$ cat src/rtl/bcd_scan_ctrl_pkg.sv
// Shared definitions for the BCD display scan controller.
//   scan_state_t : scan FSM encoding (IDLE=0, SHOW=1, BLANK=2)
//   BCD_W        : width of one packed BCD digit
//   DEC_W        : width of the decoded one-hot numeral (cathode bus)
//   bcd_invalid  : true for nibble codes 10..15
package bcd_scan_ctrl_pkg;

   typedef enum logic [1:0] {
      S_IDLE  = 2'd0,
      S_SHOW  = 2'd1,
      S_BLANK = 2'd2
   } scan_state_t;

   localparam int BCD_W = 4;
   localparam int DEC_W = 10;

   function automatic logic bcd_invalid(input logic [BCD_W-1:0] d);
      return (d > 4'd9);
   endfunction

endpackage

$ cat src/rtl/bcd_dec10.sv
// Combinational 4-to-10 BCD decoder, shared by all display digits.
//   in  : BCD nibble
//   out : one-hot numeral (bit n set for digit n), all zero for codes 10..15
//   err : high for codes 10..15
module bcd_dec10
   import bcd_scan_ctrl_pkg::*;
(
   input  logic [BCD_W-1:0] in,
   output logic [DEC_W-1:0] out,
   output logic             err
);

   always_comb begin
      out = '0;
      err = 1'b0;
      if (bcd_invalid(in)) begin
         err = 1'b1;
      end else begin
         out = DEC_W'(1) << in;
      end
   end

endmodule

$ cat src/rtl/bcd_scan_ctrl.sv
// Time-multiplexed scan controller for a multi-digit decimal display.
// Cycles through DIGITS packed BCD digits: each digit is lit for DWELL
// cycles, followed by BLANK cycles with everything off. Writes land in a
// shadow buffer and reach the display buffer only at a frame wrap (or at
// once while idle), so a frame never mixes old and new digits.
//
// Ports:
//   clk, rst    : clock (rising edge), asynchronous active-high reset
//   enable      : scan enable; low forces IDLE on the next edge
//   wr_valid    : write request
//   wr_ready    : shadow buffer empty
//   wr_data     : packed BCD, digit i at [4i+3:4i]
//   anode       : one-hot digit select (registered)
//   cathode     : one-hot decoded numeral (registered)
//   digit_idx   : current digit index (registered)
//   bad_digit   : per-digit flag, display-buffer digit > 9
//   frame_done  : one-cycle pulse on the edge where the index wraps to 0
//   state       : current scan FSM state, for observation
//
// Handshake: a write transfers on any rising edge where wr_valid and
// wr_ready are both high; wr_data is captured then. wr_ready is low while
// the shadow buffer holds a value not yet copied to the display buffer.
module bcd_scan_ctrl
   import bcd_scan_ctrl_pkg::*;
#(
   parameter int DIGITS = 4,
   parameter int DWELL  = 1000,
   parameter int BLANK  = 50,
   parameter int CW     = 16
)(
   input  logic                       clk,
   input  logic                       rst,
   input  logic                       enable,
   input  logic                       wr_valid,
   output logic                       wr_ready,
   input  logic [BCD_W*DIGITS-1:0]    wr_data,
   output logic [DIGITS-1:0]          anode,
   output logic [DEC_W-1:0]           cathode,
   output logic [$clog2(DIGITS)-1:0]  digit_idx,
   output logic [DIGITS-1:0]          bad_digit,
   output logic                       frame_done,
   output scan_state_t                state
);

   localparam int IW = $clog2(DIGITS);
   localparam int DW = BCD_W * DIGITS;
   localparam logic [CW-1:0] DWELL_LAST = CW'(DWELL - 1);
   localparam logic [CW-1:0] BLANK_LAST = CW'((BLANK > 0) ? BLANK - 1 : 0);
   localparam logic [IW-1:0] IDX_LAST   = IW'(DIGITS - 1);

   logic [CW-1:0]     cnt;
   logic [DW-1:0]     disp_buf;
   logic [DW-1:0]     shadow_buf;
   logic              shadow_full;

   logic              dwell_end;
   logic              blank_end;
   logic              start;
   logic              advance;
   logic              wrap;
   logic              swap;
   logic              capture;
   logic [IW-1:0]     load_idx;
   logic [DW-1:0]     next_buf;
   logic [BCD_W-1:0]  sel_digit;
   logic [DEC_W-1:0]  dec_out;
   logic              dec_err;
   logic [DIGITS-1:0] shadow_bad;

   assign wr_ready = ~shadow_full;

   always_comb begin
      dwell_end = (state == S_SHOW)  && (cnt == DWELL_LAST);
      blank_end = (state == S_BLANK) && (cnt == BLANK_LAST);
      start     = enable && (state == S_IDLE);
      // With no blanking gap the end of a dwell moves straight to the next digit.
      advance   = enable && ((dwell_end && (BLANK == 0)) || blank_end);
      wrap      = advance && (digit_idx == IDX_LAST);
      load_idx  = (start || wrap) ? '0 : digit_idx + IW'(1);
      swap      = shadow_full && ((state == S_IDLE) || wrap);
      capture   = wr_valid && !shadow_full;
      // The decoder looks at the digit that will be shown after this edge,
      // taking a same-edge buffer swap into account, so outputs carry no
      // extra latency.
      next_buf  = swap ? shadow_buf : disp_buf;
      sel_digit = next_buf[load_idx*BCD_W +: BCD_W];
   end

   always_comb begin
      shadow_bad = '0;
      for (int i = 0; i < DIGITS; i++) begin
         shadow_bad[i] = bcd_invalid(shadow_buf[i*BCD_W +: BCD_W]);
      end
   end

   bcd_dec10 u_dec (
      .in  (sel_digit),
      .out (dec_out),
      .err (dec_err)
   );

   always_ff @(posedge clk or posedge rst) begin
      if (rst) begin
         state       <= S_IDLE;
         cnt         <= '0;
         digit_idx   <= '0;
         anode       <= '0;
         cathode     <= '0;
         frame_done  <= 1'b0;
         disp_buf    <= '0;
         shadow_buf  <= '0;
         shadow_full <= 1'b0;
         bad_digit   <= '0;
      end else begin
         frame_done <= wrap;

         // swap needs a full shadow and capture an empty one: never both.
         if (swap) begin
            disp_buf    <= shadow_buf;
            shadow_full <= 1'b0;
            bad_digit   <= shadow_bad;
         end else if (capture) begin
            shadow_buf  <= wr_data;
            shadow_full <= 1'b1;
         end

         if (!enable) begin
            state     <= S_IDLE;
            cnt       <= '0;
            digit_idx <= '0;
            anode     <= '0;
            cathode   <= '0;
         end else if (start || advance) begin
            state     <= S_SHOW;
            cnt       <= '0;
            digit_idx <= load_idx;
            // An invalid code keeps the whole window dark without changing timing.
            anode     <= dec_err ? '0 : DIGITS'(1) << load_idx;
            cathode   <= dec_err ? '0 : dec_out;
         end else if (dwell_end) begin
            state   <= S_BLANK;
            cnt     <= '0;
            anode   <= '0;
            cathode <= '0;
         end else begin
            cnt <= cnt + CW'(1);
         end
      end
   end

endmodule

$ cat config.mk
export PLATFORM = sky130hd
export DESIGN_NAME = bcd_scan_ctrl
export DESIGN_NICKNAME = d
export VERILOG_FILES = /design/src/rtl/bcd_scan_ctrl_pkg.sv /design/src/rtl/bcd_dec10.sv /design/src/rtl/bcd_scan_ctrl.sv
export SDC_FILE = /design/constraint.sdc
export NUM_CORES = 1
export LEC_CHECK = 0
export CORE_MARGIN = 4
export CORE_UTILIZATION = 49
export CTS_CLUSTER_DIAMETER = 80
export DETAILED_ROUTE_END_ITERATION = 10
export GPL_ROUTABILITY_DRIVEN = 0
export PLACE_DENSITY = 0.74
export REMOVE_ABC_BUFFERS = 1
export SYNTH_ARGS = -nofsm -noshare
export SYNTH_HDL_FRONTEND = slang
export SYNTH_SLANG_ARGS = --single-unit
$ cat constraint.sdc
create_clock -name clk -period 2.8 [get_ports clk]
set_input_delay 0.56 -clock clk [delete_from_list [all_inputs] [get_ports clk]]
set_output_delay 0.56 -clock clk [all_outputs]
set_load 0.02 [all_outputs]
# Yosys cells after proc, flatten, opt, wreduce, memory -nomap -nowiden
# Index checks and enable logic that the tools add are counted.
# word_totals
reg_bits	72
in_bits	20
# op_classes
addsub	2
n_lt_le_gt_ge	5
n_eq_ne	7
shift	3
n_mux	22
bitwise	2
n_reduce_logical	14
# ops
operator	n
$mux 16	4
$mux 10	5
$gt 4x4->1 const B	5
$add 16x1->16 const B	1
$eq 16x10->1 const B	1
$eq 16x6->1 const B	1
$mux 4	4
$shiftx 16x5->4	1
$mux 2	6
$shl 1x4->10 const A	1
$logic_and 1x1->1	7
$eq 2x2->1 const B	2
$shl 1x2->4 const A	1
$logic_or 1x1->1	3
$mux 1	3
$ne 3x1->1 const B	1
$add 2x1->2 const B	1
$eq 2x1->1 const B	1
$logic_not 2->1	1
$ne 2x1->1 const B	1
$not 1->1	2
$reduce_and 2->1	1
$reduce_bool 2->1	1
$logic_not 1->1	1

# Longest topological paths before layout
# logic_depth
word_depth	13
ltp_mapped	12
depth_no_buf	10

# By module
# From an unflattened synthesis, not the netlist that was laid out.
# hier_totals
hier_cells	357
hier_area_um2	3633.5
# by_module_without_submodules
mod	n_inst	cells_per_inst	area_per_inst_um2	seq_area_each_um2
bcd_scan_ctrl	1	342	3455.8	1801.7
bcd_dec10	1	15	177.7	0.0

# Worst setup path before layout
# OpenSTA, ideal clock, no wires.
# synth_path
kind	reg2reg
startpoint	reg cnt[0]
endpoint	reg cathode[2]
setup_ns	0.092
arrival_ns	2.628
slack_ns	0.080
stages_incl_launch_ff	11
period_less_slack_ns	2.720
cell_sequence	dfrtp_1 ha_1 and2_1 and4_1 buf_4 a31oi_4 mux4_2 nor2b_2 a211oi_2 or3b_4 o31ai_2
# synth_between
elab_chain_cells	13
elab_cells_between_ends	21
classes_between	order compare: 1; eq/ne: 3; shift: 2; mux: 7; reduce/logical: 8
# synth_lines
item	line	text
from (decl)	bcd_scan_ctrl.sv:51	logic [CW-1:0] cnt;
from (signal assigned)	bcd_scan_ctrl.sv:146	cnt <= cnt + CW'(1);
$eq 16x6->1	bcd_scan_ctrl.sv:74	blank_end = (state == S_BLANK) && (cnt == BLANK_LAST);
$logic_and 1x1->1	bcd_scan_ctrl.sv:74	
$logic_and 1x1->1	bcd_scan_ctrl.sv:77	advance = enable && ((dwell_end && (BLANK == 0)) || blank_end);
$logic_and 1x1->1	bcd_scan_ctrl.sv:78	wrap = advance && (digit_idx == IDX_LAST);
$logic_or 1x1->1	bcd_scan_ctrl.sv:80	swap = shadow_full && ((state == S_IDLE) || wrap);
$logic_and 1x1->1	bcd_scan_ctrl.sv:80	
$mux 16	-	
$shiftx 16x5->4	bcd_scan_ctrl.sv:86	sel_digit = next_buf[load_idx*BCD_W +: BCD_W];
$gt 4x4->1 / $shl 1x4->10 (equally long branches)	bcd_scan_ctrl_pkg.sv:18, bcd_dec10.sv:19	
$mux 10 / $mux 1 (equally long branches)	bcd_dec10.sv:16	if (bcd_invalid(in)) begin
$mux 10	bcd_scan_ctrl.sv:139	cathode <= dec_err ? '0 : dec_out;
$mux 10	bcd_scan_ctrl.sv:133	end else if (start || advance) begin
$mux 10	bcd_scan_ctrl.sv:127	if (!enable) begin
to (signal assigned)	bcd_scan_ctrl.sv:139	
to (decl)	bcd_scan_ctrl.sv:38	output logic [DEC_W-1:0] cathode,
# Several ways; a longest one is shown, not always the timed one.
# A chain may end at the register's enable or synchronous reset.

# Worst setup path in the final report
# layout_path
startpoint	in enable
endpoint	reg cathode[3]
# layout_between
elab_chain_cells	11
elab_cells_between_ends	18
classes_between	order compare: 1; eq/ne: 1; shift: 2; mux: 7; reduce/logical: 7
# layout_lines
item	line	text
from (decl)	bcd_scan_ctrl.sv:33	input logic enable,
$logic_and 1x1->1	bcd_scan_ctrl.sv:77	
$logic_and 1x1->1	bcd_scan_ctrl.sv:78	
$logic_or 1x1->1	bcd_scan_ctrl.sv:80	
$logic_and 1x1->1	bcd_scan_ctrl.sv:80	
$mux 16	-	
$shiftx 16x5->4	bcd_scan_ctrl.sv:86	
$gt 4x4->1 / $shl 1x4->10 (equally long branches)	bcd_scan_ctrl_pkg.sv:18, bcd_dec10.sv:19	
$mux 10 / $mux 1 (equally long branches)	bcd_dec10.sv:16	
$mux 10	bcd_scan_ctrl.sv:139	
$mux 10	bcd_scan_ctrl.sv:133	
$mux 10	bcd_scan_ctrl.sv:127	
# Several ways; a longest one is shown, not always the timed one.

==> metrics.yaml <==
status: "completed"
synth-compound-area-share: 0.0839
clkSlewWorstSetupHoldPaths_ns: 0.08
synth_area_sq_mm: 0.00336
drc: 0
core_sq_mm: 0.00649
synth_top_family_by_area: "simple AND/OR/NAND/NOR gates"
cp.arrival_ns: 2.98
top_level_ports: 44
seq_area_frac_synth: 0.537
clkPwrFrac: 0.265
r2r_setup_slack_ns: 0.09
p_seq_frac: 0.396
hold-worst-slack_ns: 0.480
synth_top_cell_by_area: "dfrtp_1"
cts_buffers: 9
die_width_microns: 90.8
startpoint_type: "primary input"
ctsRootBufferMaster: "clkbuf_8"
cts_tree: "yes"
synthTopCellsByCount: "dfrtp_1 (72), nand2_1 (49), nor2_1 (33)"
switching_power_mw: 1.28
p_comb_frac: 0.338
peakVddDrop_v: 0.000617
leakagePower_nw: 1.91
portBuffers: 43
maxCapViolCount: 0
internal_power_mw: 2.61
critPathTopFamily: "simple AND/OR/NAND/NOR gates"
utilization: 0.669
grt_pass1_wl_microns: 12600
synth-seq-cells: 72
antenna_found_initial: 0
dpl_worst_slack_ns: -0.326
synth_fa_ha_area_frac: 0.0112
seqCellArea_sq_mm: 0.00180
cts_sinks: 72
htreeDepth: 3
cp.required_ns: 3.07
worstReg2RegStart: "cnt[0]$_DFF_PP0_"
firstDrtPassIters: 4
post-synth-top-count-cell: "dfrtp_1"
synth_edf_count: 0
critPathMaxStageDelay_ns: 0.53
hold_path_class: "reg -> reg"
sw_frac_of_total: 0.329
cp_max_fo: 4
r2r-end: "cathode[3]$_DFFE_PP0P_"
diodes: 0
die_y_microns: 90.8
synthSimpleGateAreaFrac: 0.205
period_share: 0.970
row_count: 29
crit_buf_inv: 1
ys.flop_type: "dfrtp_1"
drtIter0Drc: 81
synth-async-reset-ratio: 1.00
nNetsFinal: 413
dieArea_sq_mm: 0.00824
gr-total-overflow: 0
timing.fmax_ghz: 0.368
start_util: 0.517
wl_per_cell_microns: 15.7
power_mw: 3.88
dp.final_hpwl_microns: 5180
drtAntennaViolNets: 0
vias: 2619
ys_types: 51
grt_use_total: 0.193
skew_ns: 0.0102
ys_warn_count: 0
grt_max_degree: 73
dp_cells: 455
path_class: "in -> reg"
startpoint: "enable"
area_delta_synth_final_pct: 29.5
multi_input_area_sq_mm: 0.00147
end_kind: "flop"
fillerInstances: 497
p_per_area_mw_per_mm2: 893
layout.cells.non_filler: 472
cts_buffer_depth: 2
ff2ff_path_depth: 9
rsz0062_at_grt: "true"
grt_pass1_vias: 2630
hold_viol: 0
clk_latency_ns: 0.35
crit_chain: "clkdlybuf4s50_1 -> and2_1 -> and4_4 -> a31oi_4 -> mux4_2 -> nor2b_2 -> a211oi_2 -> or3b_4 -> o31ai_2"
worstSetupEndpoint: "cathode[3]$_DFFE_PP0P_"
routed_wl_microns: 7430
setup_ws_ns: 0.0851
cp.depth: 9
min_path_cells: 2
drive_above_1_share: 0.223
avgSynthCellArea_sq_um: 10.6
yosys-top-cells-area: "dfrtp_1 (54%), mux2_2 (7.0%), nand2_1 (5.5%), nor2_1 (3.7%), nand3_1 (2.7%)"
critical_path.slowest_cell: "mux4_2"
synth_xor_area_frac: 0.0365
syn_inst: 317
synthMuxAreaShare: 0.0951
synth_top_area_frac: 0.537
slew_violations: 0
maxSlewHeadroom: 0.702
post-route-min-period_ns: 2.71
tightest_slew_ns: 0.444
setup_viol: 0
vias_per_cell: 5.55
==> flip-flops by register name (all words and copies together), names as in the netlist <==
| register | count |
|---|---|
| cnt | 16 |
| anode | 4 |
| shadow_full | 1 |
| shadow_buf | 16 |
| state | 2 |
| disp_buf | 16 |
| digit_idx | 2 |
| bad_digit | 4 |
| frame_done | 1 |
| cathode | 10 |
==> worst min path at each step <==
stage                     slack [ns]                    from                      to
after floorplan                 0.43  disp_buf[12]$_DFF_PP0_  disp_buf[12]$_DFF_PP0_
after global placement          0.45  disp_buf[12]$_DFF_PP0_  disp_buf[12]$_DFF_PP0_
after detailed placement        0.45  disp_buf[11]$_DFF_PP0_  disp_buf[11]$_DFF_PP0_
after CTS                       0.48   disp_buf[9]$_DFF_PP0_   disp_buf[9]$_DFF_PP0_
after global routing            0.51  cathode[8]$_DFFE_PP0P_  cathode[8]$_DFFE_PP0P_
final                           0.48   disp_buf[9]$_DFF_PP0_   disp_buf[9]$_DFF_PP0_
==> stage by stage <==
| step | cell area [sq um] | setup TNS, ns |
|---|---|---|
| floorplan | 3280 | -0.827 |
| global placement | 4070 | -2.70 |
| detailed placement | 4070 | -3.64 |
| CTS | 4320 | 0 |
| global route | 4340 | -0.321 |
| finish | 4340 | 0 |
==> final cells by class <==
cell class | instances | area share
Clock inverter | 6 | 0.0265
Timing Repair Buffer | 77 | 0.161
Multi-Input combinational cell | 222 | 0.337
Tap cell | 77 | 0.0222
Clock buffer | 10 | 0.0317
Sequential cell | 72 | 0.415
Inverter | 8 | 0.00691
==> per-layer routing <==
layer  up-vias  track usage  share of wire
met5         -            0              0
met4         0       0.0842          0.020
met3        18       0.0417          0.045
met2        60        0.301           0.47
met1      1292        0.258           0.47
li1       1249            -              -
==> power by group through the flow <==
stage          registers [mW]  logic [mW]  clock network [mW]
2_1_floorplan            1.57       0.707                   0
3_3_place_gp             1.54        1.25                   0
3_5_place_dp             1.55        1.29                   0
4_1_cts                  1.54        1.30                1.05
5_1_grt                  1.58        1.45                1.09
6_report                 1.54        1.31                1.03
==> what timing repair did <==
action,CTS,global route
endpoints found under the setup margin,0,12
gates resized for setup,0,6
hold buffers,0,0
setup buffers,0,1
==> cell usage in the layout, fill, tap and decap left out, types with 5 or more instances in the layout <==
cell              n
dfrtp_1          72
nand2_1          49
clkdlybuf4s50_1  43
nor2_1           33
buf_4            33
mux2_2           21
nand3_1          18
o21ai_0          12
clkbuf_8         10
nand4_1           9
xor2_1            9
inv_1             7
nor3_1            6
mux2i_1           5
xnor2_1           5
==> cells by family (layout without fill, tap and decap cells) <==
| family | Yosys count | after routing |
|---|---|---|
| AO/OA/AOI/OAI | 37 | 37 |
| XOR/XNOR | 14 | 14 |
| adder cells (fa/ha/maj) | 3 | 3 |
| buffers and inverters | 23 | 101 |
| flip-flops | 72 | 72 |
| multiplexers | 28 | 28 |
| AND/OR/NAND/NOR | 140 | 140 |
==> tightest hold or removal path, stage by stage, from the launching register on <==
cell and delay [ns]:
dfrtp_1 0.35, nand2_1 0.05, nand2_1 0.05
Note: power is estimated with default switching activity, not from simulation.
